<file path="config.mk">
export PLATFORM = sky130hd
export DESIGN_NAME = int2fp_converter
export DESIGN_NICKNAME = d
export VERILOG_FILES = /design/src/rtl/int2fp_converter_pkg.sv /design/src/rtl/fp_pack_trunc.sv /design/src/rtl/int2fp_converter.sv
export SDC_FILE = /design/constraint.sdc
export NUM_CORES = 1
export LEC_CHECK = 0
export BUFFER_PORTS_ARGS = -buffer_cell sky130_fd_sc_hd__buf_2
export CAP_MARGIN = 10
export CORE_MARGIN = 5
export CORE_UTILIZATION = 60
export CTS_CLUSTER_DIAMETER = 50
export DETAILED_ROUTE_END_ITERATION = 7
export PLACE_DENSITY = 0.84
export REMOVE_ABC_BUFFERS = 1
export SLEW_MARGIN = 20
export SYNTH_ARGS = -nofsm -noshare
export SYNTH_HDL_FRONTEND = slang
export SYNTH_HIERARCHICAL = 1
export SYNTH_SLANG_ARGS = --single-unit
</file>
<file path="constraint.sdc">
create_clock -name clk -period 4.1 [get_ports clk]
set_input_delay 0.615 -clock clk [delete_from_list [all_inputs] [get_ports clk]]
set_output_delay 0.615 -clock clk [all_outputs]
set_load 0.02 [all_outputs]
</file>
<file path="src/rtl/int2fp_converter_pkg.sv">
// int2fp_converter_pkg: shared float format constants and converter FSM states
package int2fp_converter_pkg;
    localparam int BIT_WIDTH  = 16;
    localparam int EXP_WIDTH  = 5;
    localparam int MANT_WIDTH = 10;
    localparam int BIAS       = 2 ** (EXP_WIDTH - 1) - 1;
    typedef enum logic [1:0] {IDLE, NORM, VALID} state_t;
endpackage

</file>
<file path="src/rtl/fp_pack_trunc.sv">
// fp_pack_trunc: packs sign, exponent and normalized magnitude into a truncated float
module fp_pack_trunc
    import int2fp_converter_pkg::*;
#(
    parameter int P_BIT_WIDTH  = int2fp_converter_pkg::BIT_WIDTH,
    parameter int P_EXP_WIDTH  = int2fp_converter_pkg::EXP_WIDTH,
    parameter int P_MANT_WIDTH = int2fp_converter_pkg::MANT_WIDTH,
    parameter int P_INT_WIDTH  = 16
) (
    input  logic                   i_sign,
    input  logic [P_EXP_WIDTH-1:0] i_exp,
    input  logic [P_INT_WIDTH-1:0] i_mag,
    output logic [P_BIT_WIDTH-1:0] o_data,
    output logic                   o_inexact
);
    // an unnormalized (zero) magnitude packs to +0 rather than a bogus exponent
    logic w_norm;
    assign w_norm    = i_mag[P_INT_WIDTH-1];
    assign o_data    = {i_sign & w_norm, i_exp & {P_EXP_WIDTH{w_norm}},
                        i_mag[P_INT_WIDTH-2 -: P_MANT_WIDTH]};
    assign o_inexact = |i_mag[P_INT_WIDTH-P_MANT_WIDTH-2:0];
endmodule

</file>
<file path="src/rtl/int2fp_converter.sv">
// int2fp_converter: serial signed-integer to float converter, one normalize shift per cycle
module int2fp_converter
    import int2fp_converter_pkg::*;
#(
    parameter int BIT_WIDTH  = int2fp_converter_pkg::BIT_WIDTH,
    parameter int EXP_WIDTH  = int2fp_converter_pkg::EXP_WIDTH,
    parameter int MANT_WIDTH = int2fp_converter_pkg::MANT_WIDTH,
    parameter int INT_WIDTH  = 16
) (
    input  logic                 clk,
    input  logic                 rst_n,
    input  logic                 in_valid,
    output logic                 in_ready,
    input  logic [INT_WIDTH-1:0] in_data,
    output logic                 out_valid,
    input  logic                 out_ready,
    output logic [BIT_WIDTH-1:0] out_data,
    output logic                 out_inexact
);
    localparam int EXP_BIAS = 2 ** (EXP_WIDTH - 1) - 1;
    localparam logic [EXP_WIDTH-1:0] EXP_INIT = EXP_WIDTH'(INT_WIDTH - 1 + EXP_BIAS);
    if (INT_WIDTH <= MANT_WIDTH + 1 || INT_WIDTH - 1 + EXP_BIAS >= 2 ** EXP_WIDTH - 1 ||
        BIT_WIDTH != 1 + EXP_WIDTH + MANT_WIDTH) begin : g_bad_params
        $error("int2fp_converter: unsupported parameter combination");
    end
    state_t                 r_state, w_next;
    logic                   r_sign;
    logic [INT_WIDTH-1:0]   r_mag;
    logic [EXP_WIDTH-1:0]   r_exp;
    logic [BIT_WIDTH-1:0]   r_data;
    logic                   r_inexact;
    logic [INT_WIDTH-1:0]   w_abs;
    logic [BIT_WIDTH-1:0]   w_data;
    logic                   w_inexact;
    logic                   w_accept;
    assign w_abs       = in_data[INT_WIDTH-1] ? -in_data : in_data;
    assign w_accept    = (r_state == IDLE) && in_valid;
    assign in_ready    = (r_state == IDLE);
    assign out_valid   = (r_state == VALID);
    assign out_data    = r_data;
    assign out_inexact = r_inexact;
    fp_pack_trunc #(
        .P_BIT_WIDTH (BIT_WIDTH),
        .P_EXP_WIDTH (EXP_WIDTH),
        .P_MANT_WIDTH(MANT_WIDTH),
        .P_INT_WIDTH (INT_WIDTH)
    ) u_pack (
        .i_sign   (r_sign),
        .i_exp    (r_exp),
        .i_mag    (r_mag),
        .o_data   (w_data),
        .o_inexact(w_inexact)
    );
    always_comb begin
        w_next = r_state;
        case (r_state)
            IDLE:    w_next = in_valid ? ((w_abs == '0) ? VALID : NORM) : IDLE;
            NORM:    w_next = r_mag[INT_WIDTH-1] ? VALID : NORM;
            VALID:   w_next = out_ready ? IDLE : VALID;
            default: w_next = IDLE;
        endcase
    end
    always_ff @(posedge clk) begin
        if (!rst_n) begin
            r_state   <= IDLE;
            r_sign    <= 1'b0;
            r_mag     <= '0;
            r_exp     <= '0;
            r_data    <= '0;
            r_inexact <= 1'b0;
        end else begin
            r_state <= w_next;
            if (w_accept) begin
                r_sign <= in_data[INT_WIDTH-1];
                r_mag  <= w_abs;
                r_exp  <= EXP_INIT;
                if (w_abs == '0) begin
                    r_data    <= '0;
                    r_inexact <= 1'b0;
                end
            end
            if (r_state == NORM) begin
                if (r_mag[INT_WIDTH-1]) begin
                    r_data    <= w_data;
                    r_inexact <= w_inexact;
                end else begin
                    r_mag <= r_mag << 1;
                    r_exp <= r_exp - 1'b1;
                end
            end
        end
    end
endmodule

</file>
# Word-level counts from Yosys, hierarchy flattened
# Index checks and enable logic that the tools add are counted.
[word_totals] register_bits=41 word_cells=36
[classes] n_addsub=2 n_eq_ne=2 muxes=20 bitwise_logic=2 reduce_logical=4
[ops] operator="2-to-1 mux 16 bit" count=8
[ops] operator="logical NOT 16 bit" count=1
[ops] operator="negator 16 bit" count=1
[ops] operator="2-to-1 mux 5 bit" count=3
[ops] operator="2-to-1 mux 2 bit" count=4
[ops] operator="one-hot mux 2 bit (3 select lines)" count=1
[ops] operator="bitwise AND 5 bit" count=1
[ops] operator="OR reduction 5 bit" count=1
[ops] operator="subtractor 5 x 1 -> 5 bit (second input constant)" count=1
[ops] operator="2-to-1 mux 1 bit" count=4
[ops] operator="equality test 2 x 1 -> 1 bit (second input constant)" count=1
[ops] operator="equality test 2 bit (second input constant)" count=1
[ops] operator="logical NOT 2 bit" count=1
[ops] operator="bitwise AND 1 bit" count=1
[ops] operator="logical AND 1 bit" count=1

# Logic depth before layout (Yosys ltp)
# Gate-level depths: netlist of run 1.
[depth] word_depth=7 ltp_mapped=9

# Modules after synthesis
# The synthesis of run 1 kept the hierarchy.
[modules_own_cells] mod="int2fp_converter" instances=1 cells_per_inst=276 area_each_um2=2242.2 seq_area_each_um2=820.8
[modules_own_cells] mod="fp_pack_trunc" instances=1 cells_per_inst=19 area_each_um2=125.1 seq_area_each_um2=0.0

# Worst setup path after synthesis of run 1
# Ideal clock, no wire load.
[synth_timing] path_type="input-to-reg" start="in in_data[1]" end="reg r_data[10], in the netlist out_data[10]" arrival_time_ns=2.869 path_slack_ns=1.116 stages=9 path_buffers=1 path_cell_list="inv_1 -> ha_1 -> or4b_1 -> o31ai_4 -> xnor2_1 -> or4_4 -> nor4_4 -> buf_6 -> o21ai_2"
[synth_via] elab_chain_len=7
[synth_lines] element="start: declaration" line="int2fp_converter.sv:14" rtl="input logic [INT_WIDTH-1:0] in_data,"
[synth_lines] element="negator 16 bit" line="int2fp_converter.sv:36" rtl="assign w_abs = in_data[INT_WIDTH-1] ? -in_data : in_data;"
[synth_lines] element="2-to-1 mux 16 bit *" line="int2fp_converter.sv:36"
[synth_lines] element="logical NOT 16 bit *" line="int2fp_converter.sv:77" rtl="if (w_abs == '0) begin"
[synth_lines] element="2-to-1 mux 16 bit *" line="int2fp_converter.sv:77"
[synth_lines] element="2-to-1 mux 16 bit *" line="int2fp_converter.sv:73" rtl="if (w_accept) begin"
[synth_lines] element="2-to-1 mux 16 bit" line="int2fp_converter.sv:83" rtl="if (r_mag[INT_WIDTH-1]) begin"
[synth_lines] element="2-to-1 mux 16 bit *" line="int2fp_converter.sv:82" rtl="if (r_state == NORM) begin"
[synth_lines] element="end signal: assignment" line="int2fp_converter.sv:84" rtl="r_data <= w_data;"
[synth_lines] element="end: declaration" line="int2fp_converter.sv:30" rtl="logic [BIT_WIDTH-1:0] r_data;"
# Mark *: on every way between the ends. The rest lies on a longest branch, timed or not.
# A chain may end at the register's enable or synchronous reset.

# Worst setup path in the final report of run 1
[layout_timing] start="in in_data[1]" end="reg r_data[2], in the netlist out_data[2]"
# Same word-level chain as after synthesis.

==> flow_summary_export.csv, run 1 <==
group,metric,value,unit
drt,antenna_left,0,
logic_synthesis,synth_warnings,6,
place,detailedPlace.worstSlack,0.684,ns
cts,post_cts_hold_buffer_count,0,
grt,grt_remaining_overflow,0,
floorplanning,fp-row-count,22,
final_layout,post_route_cells_drive_above_1_share,0.212,
sta,postLayoutSetupSlackWorst,0.987,ns
sta,slew_headroom,0.473,
critical_path,cp_cell_sequence,"buf_2, inv_1, ha_1, or4b_1, o31ai_4, xnor2_1, or4_4, nor4_4, buf_12, o21ai_0",
sta,maximum_clock_skew_at_final_layout,0.00538,ns
grt,antenna_found_initial,0,
final_layout,multiInputGateArea,0.00134,sq mm
critical_path,endpoint_kind,"flip-flop",
cts,cts_buffer_depth,2,
status,run_status,"completed",
min_path,hold_path.class,"flip-flop to flip-flop",
sta,fmax,0.321,GHz
sta,timing.final.crit_period,3.11,ns
cts,cts_htree_levels,2,
logic_synthesis,ys_ff_latch,41,
power,net-switching-power,0.237,mW
drt,initialDrtViolationCount,122,
place,hpwlAfterDp,3680,um
logic_synthesis,synth_sequential_area_ratio,0.347,
drt,totalWireLength,5040,um
grt,grt_pass1_vias,1955,
cts,cts.sink_count,41,
floorplanning,placeableCoreArea,0.00374,sq mm
final_layout,areaGrowthSynthToFinish,7.88,%
sta,report.final.hold_viol_count,0,
floorplanning,overall_die_area,0.00530,sq mm
drt,drc_errors,0,
drt,vias,2120,
critical_path,slowest_delay,0.56,ns
final_layout,finalNetCount,333,
cts,cts-buffers-inserted,5,
logic_synthesis,synth-async-reset-ratio,0,
final_layout,area.sequential,821,sq um
critical_path,critical_path.startpoint_type,"input port",
sta,final.setup.tns,0,ns
cts,post_cts.repair.setup_buffers,0,
grt,wire_length_of_the_first_global_routing_pass,8770,um
power,combinational_power_share,0.172,
sta,grt_setup_unrepaired,"false",
floorplanning,initial_core_util,0.632,
critical_path,required,4.27,ns
logic_synthesis,yosysTopAreaCellShare,0.347,
logic_synthesis,synthDistinctLibCells,52,
floorplanning,die_x,72.8,um
final_layout,fill_cells,342,
drt,post_drt_wl_per_cell,14.1,um
cts,ctsRootBufferMaster,"clkbuf_8",
cts,tritoncts,"built",
sta,worst_slew_pin_slew,0.788,ns
grt,grt_start_max_net_pins,29,
place,number_of_buffers_added_on_ports,38,
sta,hold_slack,0.456,ns
drt,drt_first_pass_iters,4,
critical_path,critPathArrivalTime,3.28,ns
cts,cts-resized-gates,0,
logic_synthesis,netlist_instances,295,
floorplanning,die_y,72.8,um
power,cell_internal_pwr,0.611,mW
logic_synthesis,mappedNetlistArea,0.00237,sq mm
critical_path,timing.critical_path.buf_inv,3,
power,share_clk_of_total_power,0.306,
critical_path,category_of_cells_accounting_for_the_largest_share_of_critical_path_delay,"simple AND/OR/NAND/NOR gates",
final_layout,diode_insertion_count_for_antenna_repair,0,
critical_path,timing.critical_path.fanout_max,14,
logic_synthesis,synth.largest_area_cell,"dfxtp_1",
floorplanning,io_pins,39,
critical_path,crit_path_top_delay_cell,"or4b_1",
logic_synthesis,synth.top_cells.by_area,"dfxtp_1 (35%), nand2_1 (6.5%), nand3_1 (4.7%)",
power,total_leakage_power,0.989,nW
critical_path,critical_path_depth,10,
power,vdd.ir_drop.worst,0.160,mV
critical_path,rr_worst_depth,6,
flow_run,drv_cap,0,
cts,path_clk_slew,0.07,ns
power,power.switching_fraction,0.279,
logic_synthesis,synthesis.area_per_instance,8.02,sq um
logic_synthesis,dominantRegCellSynth,"dfxtp_1",
sta,finalSetupViolations,0,
critical_path,critical_path_class,"input port to flip-flop",
logic_synthesis,synth_edf_count,0,
drt,detail_route.vias_per_cell,5.91,
logic_synthesis,synth.top_cells.by_count,"dfxtp_1 (41), nand2_1 (41), nand3_1 (22)",
cts,clkLatencyLatePin,0.29,ns
power,part_of_the_power_in_registers,0.522,
sta,final_max_slew_viols,0,
grt,overall_global_routing_usage,0.203,
place,gp_congestion,0.905,
power,power_per_cell_area,332,mW/mm^2
min_path,worstHoldPathCells,2,
sta,finalCritPeriodShare,0.759,
-- worst reg2reg max path: cells and delay by family (launching register included) --
| family | cells | cell delay [ns] |
|---|---|---|
| flip-flops | 1 | 0.48 |
| buffers and inverters | 1 | 0.09 |
| AND/OR/NAND/NOR | 4 | 1.34 |
| AO/OA/AOI/OAI | 1 | 0.05 |
-- final cells by class --
type,instances,area share
well taps,48,0.0235
repair buffers,40,0.0853
inverters,7,0.0103
flip-flops and latches,41,0.321
clock buffers,7,0.0338
multi-input cells,216,0.526
-- state kept, by name (all words and copies together) (netlist names) --
name         flops
out_data        16
out_inexact      1
r_exp            5
r_mag           16
r_sign           1
r_state          2
-- power by group through the flow --
stage / logic (mW) / registers (mW) / clock network [mW]
2_1_floorplan: 0.0972 / 0.445 / 0
3_3_place_gp: 0.141 / 0.449 / 0
3_5_place_dp: 0.144 / 0.450 / 0
4_1_cts: 0.145 / 0.442 / 0.265
5_1_grt: 0.164 / 0.445 / 0.289
6_report: 0.146 / 0.443 / 0.260
-- final timing paths --
path                                 start          end  slack, ns
worst min register to register      r_sign       r_sign       0.46
worst max-delay path            in_data[1]  out_data[2]       0.99
worst min-delay path                r_sign       r_sign       0.46
worst max register to register   r_mag[15]     r_exp[2]       2.01
-- per-stage QoR --
step / utilization / power (mW) / instance area (sq um) / cells
2_1_floorplan: - / 0.542 / 2190 / 264
3_3_place_gp: 0.659 / 0.591 / 2470 / 352
3_5_place_dp: 0.659 / 0.594 / 2470 / 352
4_1_cts: 0.682 / 0.851 / 2550 / 359
5_1_grt: 0.682 / 0.898 / 2550 / 359
6_report: 0.682 / 0.848 / 2550 / 359
-- cells in the final DEF, fill, tap and decap left out, types with 2 or more instances in the layout --
cell and n:
or3_1 2, or4_4 2, dfxtp_1 41, nor3_1 7, o41ai_1 2, nor4b_1 3, and3_1 2, a21oi_1 19
or4_1 2, a221oi_1 2, nor2_1 16, inv_1 6, a21boi_0 2, xor2_1 4, o21ai_0 16, o21ai_2 10
clkbuf_8 6, buf_2 38, nor4_1 2, ha_1 2, nand2_1 41, xnor2_1 10, o211ai_1 4, nand3_1 22
o221ai_1 3, o31ai_1 4, and2_1 8, or2_2 2, a22oi_1 10
-- metal layers --
layer | vias up | global-route usage | wire (um)
met5 | - | 0 | 0
met3 | 5 | 0.0399 | 290
met1 | 977 | 0.269 | 2290
li1 | 1080 | - | -
met4 | 0 | 0.0717 | 68
met2 | 58 | 0.329 | 2400
-- logic make-up (layout without fill, tap and decap cells) --
kind of cell | count (synthesis) | after routing | share of synthesized area
flip-flops | 41 | 41 | 0.347
adder cells (fa/ha/maj) | 2 | 2 | 0.0106
AND/OR/NAND/NOR | 118 | 118 | 0.256
AO/OA/AOI/OAI | 80 | 80 | 0.240
multiplexers | 2 | 2 | 0.00899
buffers and inverters | 38 | 54 | 0.0861
XOR/XNOR | 14 | 14 | 0.0518
Power figures use the tool's default switching activity.
==> run 2, diff against run 1 <==
- ABC_AREA: unset -> 1
- CORE_UTILIZATION: 60 -> 51
- PLACE_DENSITY: 0.84 -> 0.76
- clock period: 4.1 -> 2.6 ns (I/O delays scaled with it)
==> run 2 against run 1 <==
Register-to-register slack lost 1.2 ns. Highest routed layer unchanged. Synthesized cell count is 32% higher. Clock skew increased by 0.0015 ns. First-iteration DRC count decreased by 20%. Flip-flop and latch count did not move. Largest power group unchanged. Largest cell class unchanged. Combinational power rose by 61%. Clock power rose by 59%.
==> flow_summary_export.csv, run 2 <==
group,metric,value,unit
status,run_status,"completed",
critical_path,critical_path_class,"input port to flip-flop",
sta,timing.final.crit_period,1.97,ns
place,number_of_buffers_added_on_ports,38,
critical_path,required,2.78,ns
critical_path,crit_path_top_delay_cell,"ha_1",
final_layout,most_frequent_standard_cell_in_the_layout_excluding_fill_and_tap_cells,"nand2_1",
logic_synthesis,synth.top_cells.by_count,"nand2_1 (129), inv_1 (62), dfxtp_1 (41)",
cts,post_cts.repair.setup_buffers,0,
drt,drt_first_pass_iters,4,
power,combinational_power_share,0.174,
power,share_clk_of_total_power,0.307,
logic_synthesis,ys_ff_latch,41,
power,vdd.ir_drop.worst,0.189,mV
grt,grt_start_max_net_pins,24,
cts,cts_htree_levels,2,
power,total_leakage_power,1.42,nW
sta,postLayoutSetupSlackWorst,0.635,ns
logic_synthesis,synth.largest_area_cell,"dfxtp_1",
power,power_per_cell_area,510,mW/mm^2
final_layout,fill_cells,488,
power,cell_internal_pwr,0.935,mW
sta,finalSetupViolations,0,
grt,antenna_found_initial,0,
cts,cts.sink_count,41,
sta,final.setup.tns,0,ns
power,part_of_the_power_in_registers,0.519,
sta,grt_setup_unrepaired,"false",
critical_path,timing.critical_path.fanout_max,18,
final_layout,instances_no_fill,469,
critical_path,endpoint_kind,"flip-flop",
final_layout,areaGrowthSynthToFinish,9.71,%
floorplanning,overall_die_area,0.00620,sq mm
cts,cts-resized-gates,0,
logic_synthesis,synth-async-reset-ratio,0,
grt,overall_global_routing_usage,0.186,
drt,detail_route.vias_per_cell,4.94,
drt,routed-wl-met3,256,um
critical_path,critical_path.startpoint_type,"input port",
cts,clkLatencyLatePin,0.30,ns
cts,cts-buffers-inserted,5,
drt,drc_errors,0,
sta,worst_slew_pin_slew,0.490,ns
final_layout,final_cell_utilization_of_the_core,0.567,
cts,ctsRootBufferMaster,"clkbuf_8",
drt,initialDrtViolationCount,98,
final_layout,finalNetCount,436,
logic_synthesis,synth_warnings,6,
drt,totalWireLength,5320,um
sta,fmax,0.509,GHz
grt,wire_length_of_the_first_global_routing_pass,9370,um
cts,cts_buffer_depth,2,
final_layout,diode_insertion_count_for_antenna_repair,0,
sta,finalCritPeriodShare,0.756,
critical_path,cp_cell_sequence,"buf_2, inv_1, ha_1, nand2_1, o21ai_0, nor2_1, nand2_1, nor2_1, nand2_1, nor2_1, nand2_1, nor2_2, nand3_4, nand2_1, a21oi_1",
place,detailedPlace.worstSlack,0.322,ns
drt,antenna_left,0,
final_layout,post_route_cells_drive_above_1_share,0.157,
place,postPlaceCellArea,0.00256,sq mm
logic_synthesis,netlist_instances,388,
sta,maximum_clock_skew_at_final_layout,0.00685,ns
power,net-switching-power,0.414,mW
critical_path,category_of_cells_accounting_for_the_largest_share_of_critical_path_delay,"simple AND/OR/NAND/NOR gates",
drt,highest_layer,"met4",
place,placed_cells_incl_taps,461,
logic_synthesis,mappedNetlistArea,0.00241,sq mm
drt,vias,2318,
cts,post_cts_hold_buffer_count,0,
final_layout,final_instance_area,0.00264,sq mm
drt,post_drt_wl_per_cell,11.3,um
cts,tritoncts,"built",
grt,grt_pass1_vias,2120,
critical_path,slowest_delay,0.24,ns
logic_synthesis,synth.most_common_cell,"nand2_1",
final_layout,mostFrequentLayoutCells,"nand2_1 (129), inv_1 (62), dfxtp_1 (41)",
cts,path_clk_slew,0.08,ns
critical_path,timing.critical_path.buf_inv,2,
grt,grt_remaining_overflow,0,
sta,final_max_slew_viols,0,
logic_synthesis,yosysTopAreaCellShare,0.341,
floorplanning,die_y,78.7,um
logic_synthesis,synth_edf_count,0,
drt,drt-met1-wl,2590,um
flow_run,drv_cap,0,
power,power.switching_fraction,0.307,
floorplanning,io_pins,39,
place,gp_congestion,0.860,
floorplanning,fp-row-count,25,
critical_path,critPathArrivalTime,2.14,ns
critical_path,worst_path_most_repeated_cell,"nand2_1",
floorplanning,initial_core_util,0.517,
logic_synthesis,dominantRegCellSynth,"dfxtp_1",
logic_synthesis,synth.top_cells.by_area,"dfxtp_1 (34%), nand2_1 (20%), inv_1 (9.7%)",
logic_synthesis,synthesis.area_per_instance,6.21,sq um
min_path,hold_path.class,"input port to flip-flop",
floorplanning,placeableCoreArea,0.00466,sq mm
logic_synthesis,synth_sequential_area_ratio,0.341,
floorplanning,die_x,78.7,um
sta,report.final.hold_viol_count,0,
sta,slew_headroom,0.673,
drt,dr_wl_met2,2380,um
logic_synthesis,synthDistinctLibCells,32,
place,hpwlAfterDp,3880,um
[run 2: cell types whose count changed after synthesis, sizes merged, moves of 5 or more]
cell / before / now
a21oi: 19 / 28
a22oi: 10 / 0
a31oi: 0 / 7
and2: 8 / 0
clkbuf: 15 / 9
inv: 6 / 67
nand2: 41 / 131
nor2: 16 / 37
nor3: 7 / 2
o21ai: 26 / 12
or4: 5 / 0
xnor2: 10 / 0
[run 2: logic make-up after synthesis]
kind of cell,Yosys count,synth area share
AND/OR/NAND/NOR,194,0.332
flip-flops,41,0.341
adder cells (fa/ha/maj),2,0.0104
buffers and inverters,89,0.159
XOR/XNOR,3,0.0109
AO/OA/AOI/OAI,59,0.146
[run 2: area by class of cell]
| type | instances | area (sq um) | share of cell area |
|---|---|---|---|
| inverters | 67 | 251 | 0.0952 |
| repair buffers | 41 | 213 | 0.0805 |
| clock inverters | 3 | 17.5 | 0.00663 |
| multi-input cells | 258 | 1200 | 0.455 |
| flip-flops and latches | 41 | 821 | 0.311 |
| clock buffers | 5 | 68.8 | 0.0260 |
| well taps | 54 | 67.6 | 0.0256 |
[run 2: routing by layer]
| metal | up-vias | GRT usage |
|---|---|---|
| li1 | 1250 | - |
| met1 | 1017 | 0.239 |
| met2 | 45 | 0.301 |
| met3 | 6 | 0.0385 |
| met4 | 0 | 0.0822 |
| met5 | - | 0 |
[run 2: path summary, 6_finish.rpt]
kind	endpoint	start	depth (start not counted)	slack [ns]
setup / recovery	out_data[11]	in_data[0]	15	0.63
hold / removal	r_state[1]	out_ready	4	0.38
hold reg to reg	out_data[4]	r_mag[9]	2	0.47
setup reg to reg	out_data[11]	r_state[1]	6	0.77
[run 2: through the flow]
step | hold WS (ns) | power [mW]
floorplan | 0.443 | 0.867
global placement | 0.456 | 0.942
detailed placement | 0.459 | 0.948
CTS | 0.377 | 1.35
global route | 0.385 | 1.43
finish | 0.383 | 1.35
[run 2: power by group through the flow]
stage	Sequential (mW)	Combinational, mW	Clock (mW)
4_1_cts	0.700	0.234	0.418
3_5_place_dp	0.714	0.233	0
6_report	0.700	0.235	0.413
5_1_grt	0.705	0.271	0.453
3_3_place_gp	0.713	0.229	0
2_1_floorplan	0.706	0.161	0
[run 2: worst min-delay path, cell delays in order]
cell	delay (ns)
buf_2	0.08
o31ai_1	0.06
inv_1	0.06
a21oi_2	0.05
==> run 3, diff against run 2 <==
- CORE_UTILIZATION: 51 -> 56
- PLACE_DENSITY: 0.76 -> 0.79
- clock period: 2.6 -> 1.9 ns (I/O delays scaled with it)
==> run 3 against run 2 <==
Flip-flop and latch count is the same. Sequential power up 37%. Largest power group unchanged. Total power rose by 49%. Sequential share of layout area down 2.9 points.
==> flow_summary_export.csv, run 3 (same netlist as run 2, synthesis figures left out) <==
group,metric,value,unit
status,run_status,"completed",
cts,cts_htree_levels,2,
drt,drt_first_pass_iters,5,
power,total_leakage_power,1.55,nW
grt,antenna_found_initial,0,
drt,totalWireLength,6080,um
sta,final.setup.tns,0,ns
drt,drc_errors,0,
final_layout,mostFrequentLayoutCells,"nand2_1 (123), inv_1 (62), dfxtp_1 (41)",
final_layout,diode_insertion_count_for_antenna_repair,0,
cts,path_clk_slew,0.08,ns
place,hpwlAfterDp,4070,um
cts,cts_buffer_depth,2,
critical_path,endpoint_kind,"flip-flop",
critical_path,worst_setup_path_startpoint,"in_data[0]",
floorplanning,initial_core_util,0.589,
cts,clkLatencyLatePin,0.30,ns
min_path,hold_path.startpoint,"out_ready",
final_layout,post_route_cells_drive_above_1_share,0.219,
sta,finalSetupViolations,0,
floorplanning,die_y,75.6,um
critical_path,timing.critical_path.fanout_max,5,
cts,tritoncts,"built",
final_layout,most_frequent_standard_cell_in_the_layout_excluding_fill_and_tap_cells,"nand2_1",
power,power_per_cell_area,691,mW/mm^2
cts,post_cts_hold_buffer_count,0,
place,number_of_buffers_added_on_ports,38,
grt,grt_remaining_overflow,0,
sta,final_max_slew_viols,0,
drt,vias,2522,
critical_path,required,2.07,ns
drt,post_drt_wl_per_cell,12.4,um
floorplanning,overall_die_area,0.00571,sq mm
grt,overall_global_routing_usage,0.213,
sta,report.final.hold_viol_count,0,
final_layout,areaGrowthSynthToFinish,21.1,%
sta,timing.final.crit_period,1.77,ns
floorplanning,fp-row-count,23,
drt,detail_route.vias_per_cell,5.16,
cts,cts.sink_count,41,
flow_run,drv_cap,0,
critical_path,critPathArrivalTime,1.94,ns
sta,hold_slack,0.282,ns
cts,ctsRootBufferMaster,"clkbuf_8",
floorplanning,die_x,75.6,um
drt,antenna_left,0,
critical_path,critical_path.startpoint_type,"input port",
floorplanning,placeableCoreArea,0.00409,sq mm
critical_path,timing.rr.start,"r_state[0]",
sta,maximum_clock_skew_at_final_layout,0.00841,ns
grt,wire_length_of_the_first_global_routing_pass,9480,um
cts,cts-buffers-inserted,5,
sta,worst_slew_pin_slew,0.551,ns
grt,grt_start_max_net_pins,33,
floorplanning,io_pins,39,
place,gp_congestion,0.884,
power,vdd.ir_drop.worst,0.369,mV
grt,grt_pass1_vias,2122,
final_layout,finalNetCount,461,
min_path,hold_path.class,"input port to flip-flop",
sta,fmax,0.566,GHz
sta,finalCritPeriodShare,0.930,
critical_path,critical_path_class,"input port to flip-flop",
drt,initialDrtViolationCount,200,
sta,slew_headroom,0.632,
## run 3: changes by cell type in the layout (fill, tap and decap cells not counted), sizes merged
| cell | before | now |
|---|---|---|
| buf | 41 | 63 |
| clkinvlp | 1 | 0 |
| bufinv | 0 | 1 |
| clkinv | 2 | 1 |
| nand3 | 19 | 22 |
## run 3: report_power, final
group / leakage, nW / switching, mW / internal (mW) / total (mW)
logic: 1.16 / 0.232 / 0.148 / 0.380
clock network: 0.0540 / 0.294 / 0.382 / 0.676
registers: 0.335 / 0.0455 / 0.913 / 0.959
total: 1.55 / 0.572 / 1.44 / 2.01
## run 3: per-layer routing
layer	share of wire	vias to the layer above	global-route usage	wire, um
met1	0.44	1091	0.281	2690
met5	0	-	0	0
li1	-	1309	-	-
met3	0.072	17	0.0409	439
met2	0.45	105	0.347	2750
met4	0.033	0	0.0777	198
## run 3: stage by stage
stage,area (sq um),cells,power (mW),util,setup slack (ns)
2_1_floorplan,2280,366,1.19,-,0.132
3_3_place_gp,2700,475,1.33,0.660,-0.170
3_5_place_dp,2700,475,1.34,0.660,-0.214
4_1_cts,2800,482,2.00,0.686,0.0530
5_1_grt,2920,489,2.11,0.714,-0.0394
6_report,2920,489,2.01,0.714,0.133
## run 3: repair_timing
action / in CTS / in global routing
buffers inserted: 0 / 4
gates resized for setup: 0 / 14
endpoints found under the setup margin: 0 / 18
## run 3: worst max-delay path, stage by stage
cell and delay (ns):
buf_2 0.08, inv_1 0.05, ha_1 0.28, nand2_1 0.06, o21ai_1 0.08, nor2_1 0.11, nand2_1 0.07, nor2_2 0.08
nand2_1 0.07, nor2_1 0.11, nand2_1 0.09, nor2_4 0.14, buf_6 0.15, nand3_4 0.13, nand2_1 0.10, a21oi_1 0.05
## run 3: cell type report
class / instances / area (sq um)
timing repair buffer: 63 / 394
tap: 50 / 62.6
multi-input combinational: 261 / 1280
fill: 352 / 1170
clock inverter: 2 / 35.0
clock buffer: 5 / 68.8
inverter: 67 / 251
sequential: 41 / 821
## run 3: final timing paths
| kind | endpoint | slack, ns | cells after the start |
|---|---|---|---|
| hold / removal | r_state[1] | 0.28 | 4 |
| setup reg to reg | r_mag[11] | 0.21 | 10 |
| setup / recovery | out_data[3] | 0.13 | 16 |
| hold reg to reg | out_data[4] | 0.47 | 2 |
